## config.mk

```make
export PLATFORM = sky130hd
export DESIGN_NAME = wb_arbiter2_flat
export DESIGN_NICKNAME = d
export VERILOG_FILES = /design/src/rtl/wb_arbiter2_pkg.sv /design/src/rtl/wb_arbiter2_if.sv /design/src/rtl/wb_arbiter2_watchdog.sv /design/src/rtl/wb_arbiter2.sv /design/src/flat_wrapper.sv
export SDC_FILE = /design/constraint.sdc
export NUM_CORES = 1
export LEC_CHECK = 0
export ABC_AREA = 1
export BUFFER_PORTS_ARGS = -buffer_cell sky130_fd_sc_hd__buf_4
export CAP_MARGIN = 20
export CORE_AREA = 2 2 124 126
export CTS_BUF_LIST = sky130_fd_sc_hd__clkbuf_4 sky130_fd_sc_hd__clkbuf_8 sky130_fd_sc_hd__clkbuf_16
export CTS_CLUSTER_SIZE = 10
export DETAILED_ROUTE_END_ITERATION = 7
export DIE_AREA = 0 0 126 128
export HOLD_SLACK_MARGIN = 0.1
export SKIP_LAST_GASP = 1
export SLEW_MARGIN = 20
export SYNTH_ARGS = -nofsm -noshare
export SYNTH_HDL_FRONTEND = slang
export SYNTH_SLANG_ARGS = --single-unit
export TNS_END_PERCENT = 1
```

## constraint.sdc

```tcl
create_clock -name wb_clk_i -period 2.9 [get_ports wb_clk_i]
set_clock_uncertainty 0.1 [all_clocks]
set_input_delay 0 -clock wb_clk_i [delete_from_list [all_inputs] [get_ports wb_clk_i]]
set_output_delay 0 -clock wb_clk_i [all_outputs]
set_load 0.02 [all_outputs]
```

## src/rtl/wb_arbiter2_pkg.sv

```systemverilog
// Shared types for the two-master Wishbone arbiter.
// No logic: grant state encoding, timeout read value, grant decode helper.
// Imported by the arbiter top and its testbench-facing modules.
package wb_arbiter2_pkg;

  typedef enum logic [1:0] {
    ARB_IDLE = 2'd0,
    ARB_GNT0 = 2'd1,
    ARB_GNT1 = 2'd2
  } arb_state_t;

  // Read data returned to a master whose access was aborted by the watchdog.
  localparam logic [31:0] TIMEOUT_RDATA = 32'hFFFF_FFFF;

  // One-hot {m1,m0} grant seen by the outside world for a given state.
  function automatic logic [1:0] state_gnt(input arb_state_t s);
    return {s == ARB_GNT1, s == ARB_GNT0};
  endfunction

endpackage

```

## src/rtl/wb_arbiter2_if.sv

```systemverilog
// Bundle of both master ports, the switch-facing port and arbiter status.
// Pure wiring, no latency.
// Backpressure is Wishbone ACK; the slave modport is the arbiter's view.
interface wb_arbiter2_if;

  logic [31:0] m0_dat_i, m0_dat_o, m0_adr_i;
  logic [3:0]  m0_sel_i;
  logic        m0_we_i, m0_cyc_i, m0_stb_i, m0_ack_o;

  logic [31:0] m1_dat_i, m1_dat_o, m1_adr_i;
  logic [3:0]  m1_sel_i;
  logic        m1_we_i, m1_cyc_i, m1_stb_i, m1_ack_o;

  logic [31:0] s_dat_o, s_adr_o, s_dat_i;
  logic [3:0]  s_sel_o;
  logic        s_we_o, s_cyc_o, s_stb_o, s_ack_i;

  logic [1:0]  gnt_o;
  logic        to_flag_o, to_clr_i;

  // Arbiter side: takes master requests and switch responses, drives the rest.
  modport slave (
    input  m0_dat_i, m0_adr_i, m0_sel_i, m0_we_i, m0_cyc_i, m0_stb_i,
    output m0_dat_o, m0_ack_o,
    input  m1_dat_i, m1_adr_i, m1_sel_i, m1_we_i, m1_cyc_i, m1_stb_i,
    output m1_dat_o, m1_ack_o,
    output s_dat_o, s_adr_o, s_sel_o, s_we_o, s_cyc_o, s_stb_o,
    input  s_dat_i, s_ack_i,
    output gnt_o, to_flag_o,
    input  to_clr_i
  );

  // Environment side: masters, switch and status consumer.
  modport master (
    output m0_dat_i, m0_adr_i, m0_sel_i, m0_we_i, m0_cyc_i, m0_stb_i,
    input  m0_dat_o, m0_ack_o,
    output m1_dat_i, m1_adr_i, m1_sel_i, m1_we_i, m1_cyc_i, m1_stb_i,
    input  m1_dat_o, m1_ack_o,
    input  s_dat_o, s_adr_o, s_sel_o, s_we_o, s_cyc_o, s_stb_o,
    output s_dat_i, s_ack_i,
    input  gnt_o, to_flag_o,
    output to_clr_i
  );

endinterface

```

## src/rtl/wb_arbiter2_watchdog.sv

```systemverilog
// Bus-timeout watchdog: counts strobe cycles without ACK, keeps a sticky flag.
// Fire is combinational in the cycle the count reaches TIMEOUT_CYC-1.
// A real ACK in the same cycle suppresses the fire; set beats clear on the flag.
module wb_arbiter2_watchdog #(
  parameter int TIMEOUT_CYC = 255
) (
  input  logic wb_clk_i,
  input  logic wb_rst_n_i,
  input  logic stb,
  input  logic ack,
  input  logic gnt_chg,
  input  logic clr,
  output logic fire,
  output logic flag
);

  localparam int CW = (TIMEOUT_CYC > 2) ? $clog2(TIMEOUT_CYC) : 1;
  localparam logic [CW-1:0] LAST = CW'(TIMEOUT_CYC - 1);

  logic [CW-1:0] cnt;

  assign fire = stb & ~ack & (cnt == LAST);

  // Wait counter: runs only while an unanswered strobe is outstanding.
  always_ff @(posedge wb_clk_i or negedge wb_rst_n_i) begin
    if (!wb_rst_n_i) begin
      cnt <= '0;
    end else if (fire || !stb || ack || gnt_chg) begin
      cnt <= '0;
    end else begin
      cnt <= cnt + 1'b1;
    end
  end

  // Sticky timeout flag; a fire in the same cycle as clear keeps it set.
  always_ff @(posedge wb_clk_i or negedge wb_rst_n_i) begin
    if (!wb_rst_n_i) begin
      flag <= 1'b0;
    end else if (fire) begin
      flag <= 1'b1;
    end else if (clr) begin
      flag <= 1'b0;
    end
  end

endmodule

```

## src/rtl/wb_arbiter2.sv

```systemverilog
// Two-master Wishbone arbiter feeding one switch master port (WB_ARB_TIMEOUT_EN adds watchdog).
// Grant 1 cycle after CYC rise from idle; zero-bubble hand-over; datapath combinational.
// Grant locked for the whole CYC; losing master sees no ACK and simply waits.
module wb_arbiter2
  import wb_arbiter2_pkg::*;
#(
  parameter bit FIXED_PRIO  = 1'b0,
  parameter int TIMEOUT_CYC = 255
) (
  input  logic          wb_clk_i,
  input  logic          wb_rst_n_i,
  wb_arbiter2_if.slave  bus
);

  arb_state_t state, state_nxt;
  logic       last_gnt, last_gnt_nxt;   // 0: m0 owned the bus last, 1: m1
  logic [1:0] gnt;
  logic       c0, c1, s_stb, wd_fire, ack_any;

  assign c0 = bus.m0_cyc_i;
  assign c1 = bus.m1_cyc_i;

  // Grant state and round-robin history.
  always_ff @(posedge wb_clk_i or negedge wb_rst_n_i) begin
    if (!wb_rst_n_i) begin
      state    <= ARB_IDLE;
      last_gnt <= 1'b1;
    end else begin
      state    <= state_nxt;
      last_gnt <= last_gnt_nxt;
    end
  end

  // Arbitration: pick a winner from idle, hold while CYC stays high, hand over on release.
  always_comb begin
    state_nxt    = state;
    last_gnt_nxt = last_gnt;
    case (state)
      ARB_IDLE: begin
        if (c0 && c1) begin
          state_nxt = (FIXED_PRIO || last_gnt) ? ARB_GNT0 : ARB_GNT1;
        end else if (c0) begin
          state_nxt = ARB_GNT0;
        end else if (c1) begin
          state_nxt = ARB_GNT1;
        end
      end
      ARB_GNT0: begin
        if (!c0) begin
          last_gnt_nxt = 1'b0;
          state_nxt    = c1 ? ARB_GNT1 : ARB_IDLE;
        end
      end
      ARB_GNT1: begin
        if (!c1) begin
          last_gnt_nxt = 1'b1;
          state_nxt    = c0 ? ARB_GNT0 : ARB_IDLE;
        end
      end
      default: state_nxt = ARB_IDLE;
    endcase
  end

  assign gnt       = state_gnt(state);
  assign bus.gnt_o = gnt;

  // Switch-facing mux; m0 is the idle default so addresses never float.
  assign bus.s_adr_o = gnt[1] ? bus.m1_adr_i : bus.m0_adr_i;
  assign bus.s_sel_o = gnt[1] ? bus.m1_sel_i : bus.m0_sel_i;
  assign bus.s_dat_o = gnt[1] ? bus.m1_dat_i : bus.m0_dat_i;
  assign bus.s_we_o  = gnt[1] ? bus.m1_we_i  : bus.m0_we_i;
  assign bus.s_cyc_o = (gnt[0] & c0) | (gnt[1] & c1);
  assign s_stb       = (gnt[0] & c0 & bus.m0_stb_i) | (gnt[1] & c1 & bus.m1_stb_i);
  assign bus.s_stb_o = s_stb;

`ifdef WB_ARB_TIMEOUT_EN
  wb_arbiter2_watchdog #(
    .TIMEOUT_CYC (TIMEOUT_CYC)
  ) u_watchdog (
    .wb_clk_i   (wb_clk_i),
    .wb_rst_n_i (wb_rst_n_i),
    .stb        (s_stb),
    .ack        (bus.s_ack_i),
    .gnt_chg    (state_nxt != state),
    .clr        (bus.to_clr_i),
    .fire       (wd_fire),
    .flag       (bus.to_flag_o)
  );
`else
  // Without the watchdog a hung slave hangs the bus; clear input has no effect.
  logic unused_cfg;
  assign unused_cfg    = &{1'b0, bus.to_clr_i, TIMEOUT_CYC[0]};
  assign wd_fire       = 1'b0;
  assign bus.to_flag_o = 1'b0;
`endif

  // Responses go only to the granted master; watchdog substitutes an error pattern.
  assign ack_any      = bus.s_ack_i | wd_fire;
  assign bus.m0_ack_o = gnt[0] & ack_any;
  assign bus.m1_ack_o = gnt[1] & ack_any;
  assign bus.m0_dat_o = wd_fire ? TIMEOUT_RDATA : bus.s_dat_i;
  assign bus.m1_dat_o = wd_fire ? TIMEOUT_RDATA : bus.s_dat_i;

endmodule

```

## src/flat_wrapper.sv

```systemverilog
// flat-port wrapper written by rule: the top's interface ports become plain ports
module wb_arbiter2_flat import wb_arbiter2_pkg::*;
#(
  parameter bit FIXED_PRIO  = 1'b0,
  parameter int TIMEOUT_CYC = 255
)
  (wb_clk_i, wb_rst_n_i, bus_m0_dat_i, bus_m0_adr_i, bus_m0_sel_i, bus_m0_we_i, bus_m0_cyc_i, bus_m0_stb_i, bus_m0_dat_o, bus_m0_ack_o, bus_m1_dat_i, bus_m1_adr_i, bus_m1_sel_i, bus_m1_we_i, bus_m1_cyc_i, bus_m1_stb_i, bus_m1_dat_o, bus_m1_ack_o, bus_s_dat_o, bus_s_adr_o, bus_s_sel_o, bus_s_we_o, bus_s_cyc_o, bus_s_stb_o, bus_s_dat_i, bus_s_ack_i, bus_gnt_o, bus_to_flag_o, bus_to_clr_i);
  wb_arbiter2_if bus_i ();
  input  logic wb_clk_i;
  input  logic wb_rst_n_i;
  input wire logic [$bits(bus_i.m0_dat_i)-1:0] bus_m0_dat_i;
  input wire logic [$bits(bus_i.m0_adr_i)-1:0] bus_m0_adr_i;
  input wire logic [$bits(bus_i.m0_sel_i)-1:0] bus_m0_sel_i;
  input wire logic [$bits(bus_i.m0_we_i)-1:0] bus_m0_we_i;
  input wire logic [$bits(bus_i.m0_cyc_i)-1:0] bus_m0_cyc_i;
  input wire logic [$bits(bus_i.m0_stb_i)-1:0] bus_m0_stb_i;
  output wire logic [$bits(bus_i.m0_dat_o)-1:0] bus_m0_dat_o;
  output wire logic [$bits(bus_i.m0_ack_o)-1:0] bus_m0_ack_o;
  input wire logic [$bits(bus_i.m1_dat_i)-1:0] bus_m1_dat_i;
  input wire logic [$bits(bus_i.m1_adr_i)-1:0] bus_m1_adr_i;
  input wire logic [$bits(bus_i.m1_sel_i)-1:0] bus_m1_sel_i;
  input wire logic [$bits(bus_i.m1_we_i)-1:0] bus_m1_we_i;
  input wire logic [$bits(bus_i.m1_cyc_i)-1:0] bus_m1_cyc_i;
  input wire logic [$bits(bus_i.m1_stb_i)-1:0] bus_m1_stb_i;
  output wire logic [$bits(bus_i.m1_dat_o)-1:0] bus_m1_dat_o;
  output wire logic [$bits(bus_i.m1_ack_o)-1:0] bus_m1_ack_o;
  output wire logic [$bits(bus_i.s_dat_o)-1:0] bus_s_dat_o;
  output wire logic [$bits(bus_i.s_adr_o)-1:0] bus_s_adr_o;
  output wire logic [$bits(bus_i.s_sel_o)-1:0] bus_s_sel_o;
  output wire logic [$bits(bus_i.s_we_o)-1:0] bus_s_we_o;
  output wire logic [$bits(bus_i.s_cyc_o)-1:0] bus_s_cyc_o;
  output wire logic [$bits(bus_i.s_stb_o)-1:0] bus_s_stb_o;
  input wire logic [$bits(bus_i.s_dat_i)-1:0] bus_s_dat_i;
  input wire logic [$bits(bus_i.s_ack_i)-1:0] bus_s_ack_i;
  output wire logic [$bits(bus_i.gnt_o)-1:0] bus_gnt_o;
  output wire logic [$bits(bus_i.to_flag_o)-1:0] bus_to_flag_o;
  input wire logic [$bits(bus_i.to_clr_i)-1:0] bus_to_clr_i;
  assign bus_i.m0_dat_i = bus_m0_dat_i;
  assign bus_i.m0_adr_i = bus_m0_adr_i;
  assign bus_i.m0_sel_i = bus_m0_sel_i;
  assign bus_i.m0_we_i = bus_m0_we_i;
  assign bus_i.m0_cyc_i = bus_m0_cyc_i;
  assign bus_i.m0_stb_i = bus_m0_stb_i;
  assign bus_m0_dat_o = bus_i.m0_dat_o;
  assign bus_m0_ack_o = bus_i.m0_ack_o;
  assign bus_i.m1_dat_i = bus_m1_dat_i;
  assign bus_i.m1_adr_i = bus_m1_adr_i;
  assign bus_i.m1_sel_i = bus_m1_sel_i;
  assign bus_i.m1_we_i = bus_m1_we_i;
  assign bus_i.m1_cyc_i = bus_m1_cyc_i;
  assign bus_i.m1_stb_i = bus_m1_stb_i;
  assign bus_m1_dat_o = bus_i.m1_dat_o;
  assign bus_m1_ack_o = bus_i.m1_ack_o;
  assign bus_s_dat_o = bus_i.s_dat_o;
  assign bus_s_adr_o = bus_i.s_adr_o;
  assign bus_s_sel_o = bus_i.s_sel_o;
  assign bus_s_we_o = bus_i.s_we_o;
  assign bus_s_cyc_o = bus_i.s_cyc_o;
  assign bus_s_stb_o = bus_i.s_stb_o;
  assign bus_i.s_dat_i = bus_s_dat_i;
  assign bus_i.s_ack_i = bus_s_ack_i;
  assign bus_gnt_o = bus_i.gnt_o;
  assign bus_to_flag_o = bus_i.to_flag_o;
  assign bus_i.to_clr_i = bus_to_clr_i;
  wb_arbiter2 #(.FIXED_PRIO(FIXED_PRIO), .TIMEOUT_CYC(TIMEOUT_CYC)) u_core (.wb_clk_i(wb_clk_i), .wb_rst_n_i(wb_rst_n_i), .bus(bus_i));
endmodule
```

==> impl_metrics.ini, run 1 <==
[outcome]
status = complete, no violations

[power]
seq_power_share_pct = 3.2
swShare_pct = 55.6
p_int_mw = 1.17
p_clk_share_pct = 8.6
power_leakage_nw = 2.02
p_sw_mw = 1.46
vdd_drop_max_mv = 0.572
pwr-share-comb_pct = 88.2
power.density_mw_per_mm2 = 781

[floorplanning]
rows = 45
die-area_mm2 = 0.0161
ios = 318
die_y_um = 128
start_util_pct = 10.6
die_w_um = 126
coreArea_mm2 = 0.0149

[synth]
avgSynthCellArea_um2 = 4.81
synth_top_family_by_area = simple AND/OR/NAND/NOR gates
synth.top_cell.area_share_pct = 52.0
synthCells = 327
muxShareOfSynthArea_pct = 0
yosys.area.top_type = nand2_1
synth_compound_area_share_pct = 0.954
synthesis.nets = 505
synth_area_leaders = nand2_1 52%, buf_4 32%, buf_2 4.1%
synth-simple-area-share_pct = 56.0
ys_seq_elements = 3
synthAdderAreaFrac_pct = 0
synth_xor_area_share_pct = 0
syn_area_mm2 = 0.00157
synth_warnings = 0
synth_cell_types = 13
ys_seq_area_share_pct = 4.85

[drt]
drtIter0Drc = 88
drt-pass1-iter-count = 4
vias = 2518
wl_mm = 7.55
viasPerCell = 3.61
antenna_left = 0
drc_errors = 0
avgRoutedWirePerCell_um = 10.8

[place]
numPortBuffers = 219
dp_hpwl_mm = 5.64
place_area_mm2 = 0.00292
place_congestion = 0.737

[timing]
fmax_mhz = 577
finalCriticalPeriod_ns = 1.73
setup-violations-final = 0
setup_tns_ns = 0
hold_violations = 0
slew_viol_final = 0
timing.final.crit_share_pct = 59.8
rsz0062_at_grt = no
worst_pin_slew_ns = 0.524
maxSlewHeadroom_pct = 64.9

[critical_path]
cp.arrival_ns = 1.77
critPathMaxStageDelay_ns = 0.56
cpMostUsedCell = inv_1
r2r_cells = 6
start_kind = flip-flop
critPathMaxFanout = 4
endpoint_kind = flip-flop
cp_slowest_cell = dlygate4sd3_1
required_ns = 2.94
crit_type = flip-flop to flip-flop
cp.depth = 6
critical-path-top-delay-family = buffers and inverters
path_buf_inv = 3
cp_cell_sequence = inv_1 -> nor2_1 -> inv_1 -> o21ai_1 -> o21ai_0 -> dlygate4sd3_1

[global_route]
track_usage_pct = 7.87
grt_pass1_wl_mm = 10.6
antenna_found_initial = 0
grt_pass1_vias = 2175
grt_max_degree = 72
overflow = 0

[layout]
layout_commonest_cell = buf_4
final_cell_mix = 221 x buf_4, 218 x nand2_1, 37 x dlygate4sd3_1
nets = 689
syn2layout_area_growth_pct = 114
nFillCells = 1666
n_antenna_cell = 0
final_cell_area_mm2 = 0.00337
drive_above_1_share_pct = 44.9

[clock_tree]
cts_tree = yes
clockBufferDepth = 2
cts.reportedPaths.clkPinSlew_ns = 0.03
cts_buffers = 3
cts_sinks = 3
clock_latency_ns = 0.22
htree_num_levels = 1
cts-root-buf = clkbuf_16

[job]
drv_cap = 0

[min_path]
hold_path_class = input pin to asynchronous set/reset pin
-- repair_timing --
item,in CTS,in global routing
endpoints found under the hold margin,70,0
resized for setup,0,0
hold buffers,37,0
buffers inserted,0,0
-- layout make-up --
class | count | area (µm²) | share of cell area, %
inverter | 8 | 30.0 | 0.890
tap | 188 | 235 | 6.97
clock buffer | 4 | 82.6 | 2.45
timing repair buffer | 259 | 2050 | 60.8
multi-input combinational | 236 | 900 | 26.7
sequential | 3 | 76.3 | 2.26
-- through the flow --
step | setup WS [ns] | util, % | std cells | power, mW | hold WS (ns)
5_1_grt | 0.976 | 22.7 | 698 | 2.83 | 0.175
2_1_floorplan | 1.58 | - | 327 | 1.46 | -0.396
3_5_place_dp | 1.42 | 19.6 | 657 | 2.29 | -0.310
4_1_cts | 1.16 | 22.7 | 698 | 2.65 | 0.154
6_report | 1.17 | 22.7 | 698 | 2.63 | 0.158
3_3_place_gp | 1.42 | 19.6 | 657 | 2.30 | -0.309
-- final timing paths --
path	start	endpoint	slack [ns]
worst max-delay path	u_core.state[0]	u_core.last_gnt	1.17
min in group wb_clk_i	bus_m1_dat_i[4]	bus_s_dat_o[4]	0.19
max in group asynchronous	wb_rst_n_i	u_core.state[0]	2.02
worst max register to register	u_core.state[0]	u_core.last_gnt	1.17
worst min register to register	u_core.state[0]	u_core.state[0]	0.52
worst min-delay path	wb_rst_n_i	u_core.last_gnt	0.16
-- registers in the layout, indices dropped and copies added, names as in the netlist --
name	cells
u_core.last_gnt	1
u_core.state	2
-- synthesized netlist by cell type --
cell type  number
buf_2          13
buf_4          67
conb_1          1
dfrtp_1         2
dfstp_2         1
inv_1           7
inv_2           1
nand2_1       218
nand2_2         1
nand3_1         6
nor2_1          7
o21ai_0         2
o21ai_1         1
-- cells by family after synthesis --
kind of cell,after synthesis
AO/OA/AOI/OAI,3
buffers and inverters,88
flip-flops,3
other,1
AND/OR/NAND/NOR,232
-- worst register-to-register path, stage by stage, from the launching register on --
cell and delay, ns:
dfrtp_1 0.37, inv_1 0.09, nor2_1 0.24, inv_1 0.09, o21ai_1 0.11, o21ai_0 0.08
dlygate4sd3_1 0.56
-- metal layers --
metal	vias to the layer above	part of all wire (%)	track usage, %
met4	0	0.45	1.29
li1	1266	-	-
met2	164	52	14.5
met3	6	9.3	1.17
met5	-	0	0
met1	1082	38	9.87
-- power by group through the flow --
stage                     Sequential [mW]  Clock [mW]  Combinational [mW]
after detailed placement           0.0850           0                2.21
after global placement             0.0845           0                2.21
final                              0.0841       0.227                2.32
after global routing               0.0876       0.234                2.51
after CTS                          0.0844       0.231                2.34
after floorplan                    0.0818           0                1.38
Note: power is estimated with default switching activity, not from simulation.
==> inputs of run 2 (changes only) <==
--- a/config.mk
+++ b/config.mk
@@ -8,11 +8,11 @@
 export ABC_AREA = 1
 export BUFFER_PORTS_ARGS = -buffer_cell sky130_fd_sc_hd__buf_4
 export CAP_MARGIN = 20
-export CORE_AREA = 2 2 124 126
+export CORE_AREA = 2 2 125 127
 export CTS_BUF_LIST = sky130_fd_sc_hd__clkbuf_4 sky130_fd_sc_hd__clkbuf_8 sky130_fd_sc_hd__clkbuf_16
 export CTS_CLUSTER_SIZE = 10
 export DETAILED_ROUTE_END_ITERATION = 7
-export DIE_AREA = 0 0 126 128
+export DIE_AREA = 0 0 127 129
 export HOLD_SLACK_MARGIN = 0.1
 export SKIP_LAST_GASP = 1
 export SLEW_MARGIN = 20
==> constraint.sdc (replaced) <==
create_clock -name wb_clk_i -period 1.5 [get_ports wb_clk_i]
set_clock_uncertainty 0.1 [all_clocks]
set_input_delay 0 -clock wb_clk_i [delete_from_list [all_inputs] [get_ports wb_clk_i]]
set_output_delay 0 -clock wb_clk_i [all_outputs]
set_load 0.02 [all_outputs]
==> impl_metrics.ini, run 2 (synthesis results as in run 1) <==
[clock_tree]
cts_buffers = 3
clockBufferDepth = 2
cts_sinks = 3
clock_latency_ns = 0.23
cts_tree = yes
cts-root-buf = clkbuf_16
htree_num_levels = 1
cts.reportedPaths.clkPinSlew_ns = 0.03

[layout]
final_cell_mix = 220 x buf_4, 217 x nand2_1, 36 x dlygate4sd3_1
reg.largest.list = u_core.state (2), u_core.last_gnt (1)
final_cell_area_mm2 = 0.00359
top_register = u_core.state
nFillCells = 1690
n_antenna_cell = 0
syn2layout_area_growth_pct = 128
layout_commonest_cell = buf_4
nets = 696
drive_above_1_share_pct = 46.4
largest_reg_flops = 2
fin_util_pct = 24.0

[drt]
top_layer_used = met4
wl_met1_mm = 3.34
drc_errors = 0
avgRoutedWirePerCell_um = 13.2
antenna_left = 0
drt-pass1-iter-count = 4
wl_mm = 9.33
vias = 2568
met2_wirelength_mm = 5.05
met3RoutedLength_um = 855
viasPerCell = 3.64
drtIter0Drc = 87

[timing]
finalCriticalPeriod_ns = 1.53
rsz0062_at_grt = yes
slew_viol_final = 0
fin_ws_ns = -0.0275
setup-violations-final = 11
fmax_mhz = 655
hold_violations = 0
timing.final.crit_share_pct = 102

[floorplanning]
die_y_um = 129
rows = 45
start_util_pct = 10.5
die_w_um = 127
coreArea_mm2 = 0.0150
ios = 318
die-area_mm2 = 0.0164

[power]
vdd_drop_max_mv = 0.726
power.density_mw_per_mm2 = 1650
power_leakage_nw = 2.11

[global_route]
track_usage_pct = 8.81
antenna_found_initial = 0
grt_max_degree = 37
grt_pass1_vias = 2200
grt_pass1_wl_mm = 11.4
overflow = 0

[min_path]
hold_path_class = input pin to asynchronous set/reset pin

[critical_path]
cp.arrival_ns = 1.43
crit_type = flip-flop to output port
required_ns = 1.40
endpoint_kind = output port
start_kind = flip-flop
critPathMaxFanout = 10
r2r_slack_ns = 0.26

[outcome]
status = complete, but fails checks
violations = negative setup slack

[job]
drv_cap = 0

[place]
dp_hpwl_mm = 5.78
place_area_mm2 = 0.00295
place_congestion = 0.735
dp_slack_ns = 0.151
numPortBuffers = 219
## run 2: worst paths after layout
kind | startpoint | to | depth (start not counted)
worst max-delay path | u_core.state[0] | bus_s_sel_o[0] | 7
worst min-delay path | wb_rst_n_i | u_core.last_gnt | 2
worst max register to register | u_core.state[1] | u_core.last_gnt | 4
worst min register to register | u_core.last_gnt | u_core.last_gnt | 2
max in group asynchronous | wb_rst_n_i | u_core.state[1] | 3
min in group wb_clk_i | bus_m1_dat_i[11] | bus_s_dat_o[11] | 4
## run 2: report_power, final
| part | internal [mW] | switching (mW) | total [mW] |
|---|---|---|---|
| Combinational | 2.22 | 3.07 | 5.29 |
| Sequential | 0.133 | 0.0501 | 0.183 |
| Clock | 0.369 | 0.0781 | 0.447 |
## run 2: repair_timing
action | in CTS | in global routing
endpoints found under the hold margin | 70 | 0
gates cloned | 2 | 4
pin swaps | 0 | 1
resized for setup | 3 | 9
setup endpoints to repair | 50 | 69
setup buffers | 0 | 2
hold buffers | 36 | 0
## run 2: final cells by class
cell class	instances	area, µm²	area share [%]
timing repair buffer	266	2240	62.3
inverter	8	42.5	1.18
multi-input combinational	236	916	25.5
tap	188	235	6.55
clock buffer	4	82.6	2.30
sequential	3	77.6	2.16
## run 2: layer usage
| metal | global-route usage, % | vias to the layer above |
|---|---|---|
| met2 | 17.7 | 186 |
| met4 | 2.26 | 0 |
| met1 | 9.41 | 1090 |
| met5 | 0 | - |
| met3 | 1.54 | 10 |
| li1 | - | 1282 |
## run 2: stage by stage
step / TNS, ns / power [mW] / cells / hold slack (ns)
after CTS: -2.80 / 5.52 / 699 / 0.170
after global placement: 0 / 4.49 / 657 / -0.309
after detailed placement: 0 / 4.50 / 657 / -0.308
final: -0.106 / 5.92 / 705 / 0.157
after floorplan: 0 / 2.82 / 327 / -0.396
after global routing: -4.22 / 6.32 / 705 / 0.169
## run 2: worst max-delay path, stage by stage (launching register included)
cell and delay, ns:
dfrtp_1 0.40, inv_2 0.13, nand2_8 0.10, clkinv_8 0.11, buf_12 0.14, nand2_1 0.05
nand2_1 0.10, buf_4 0.15
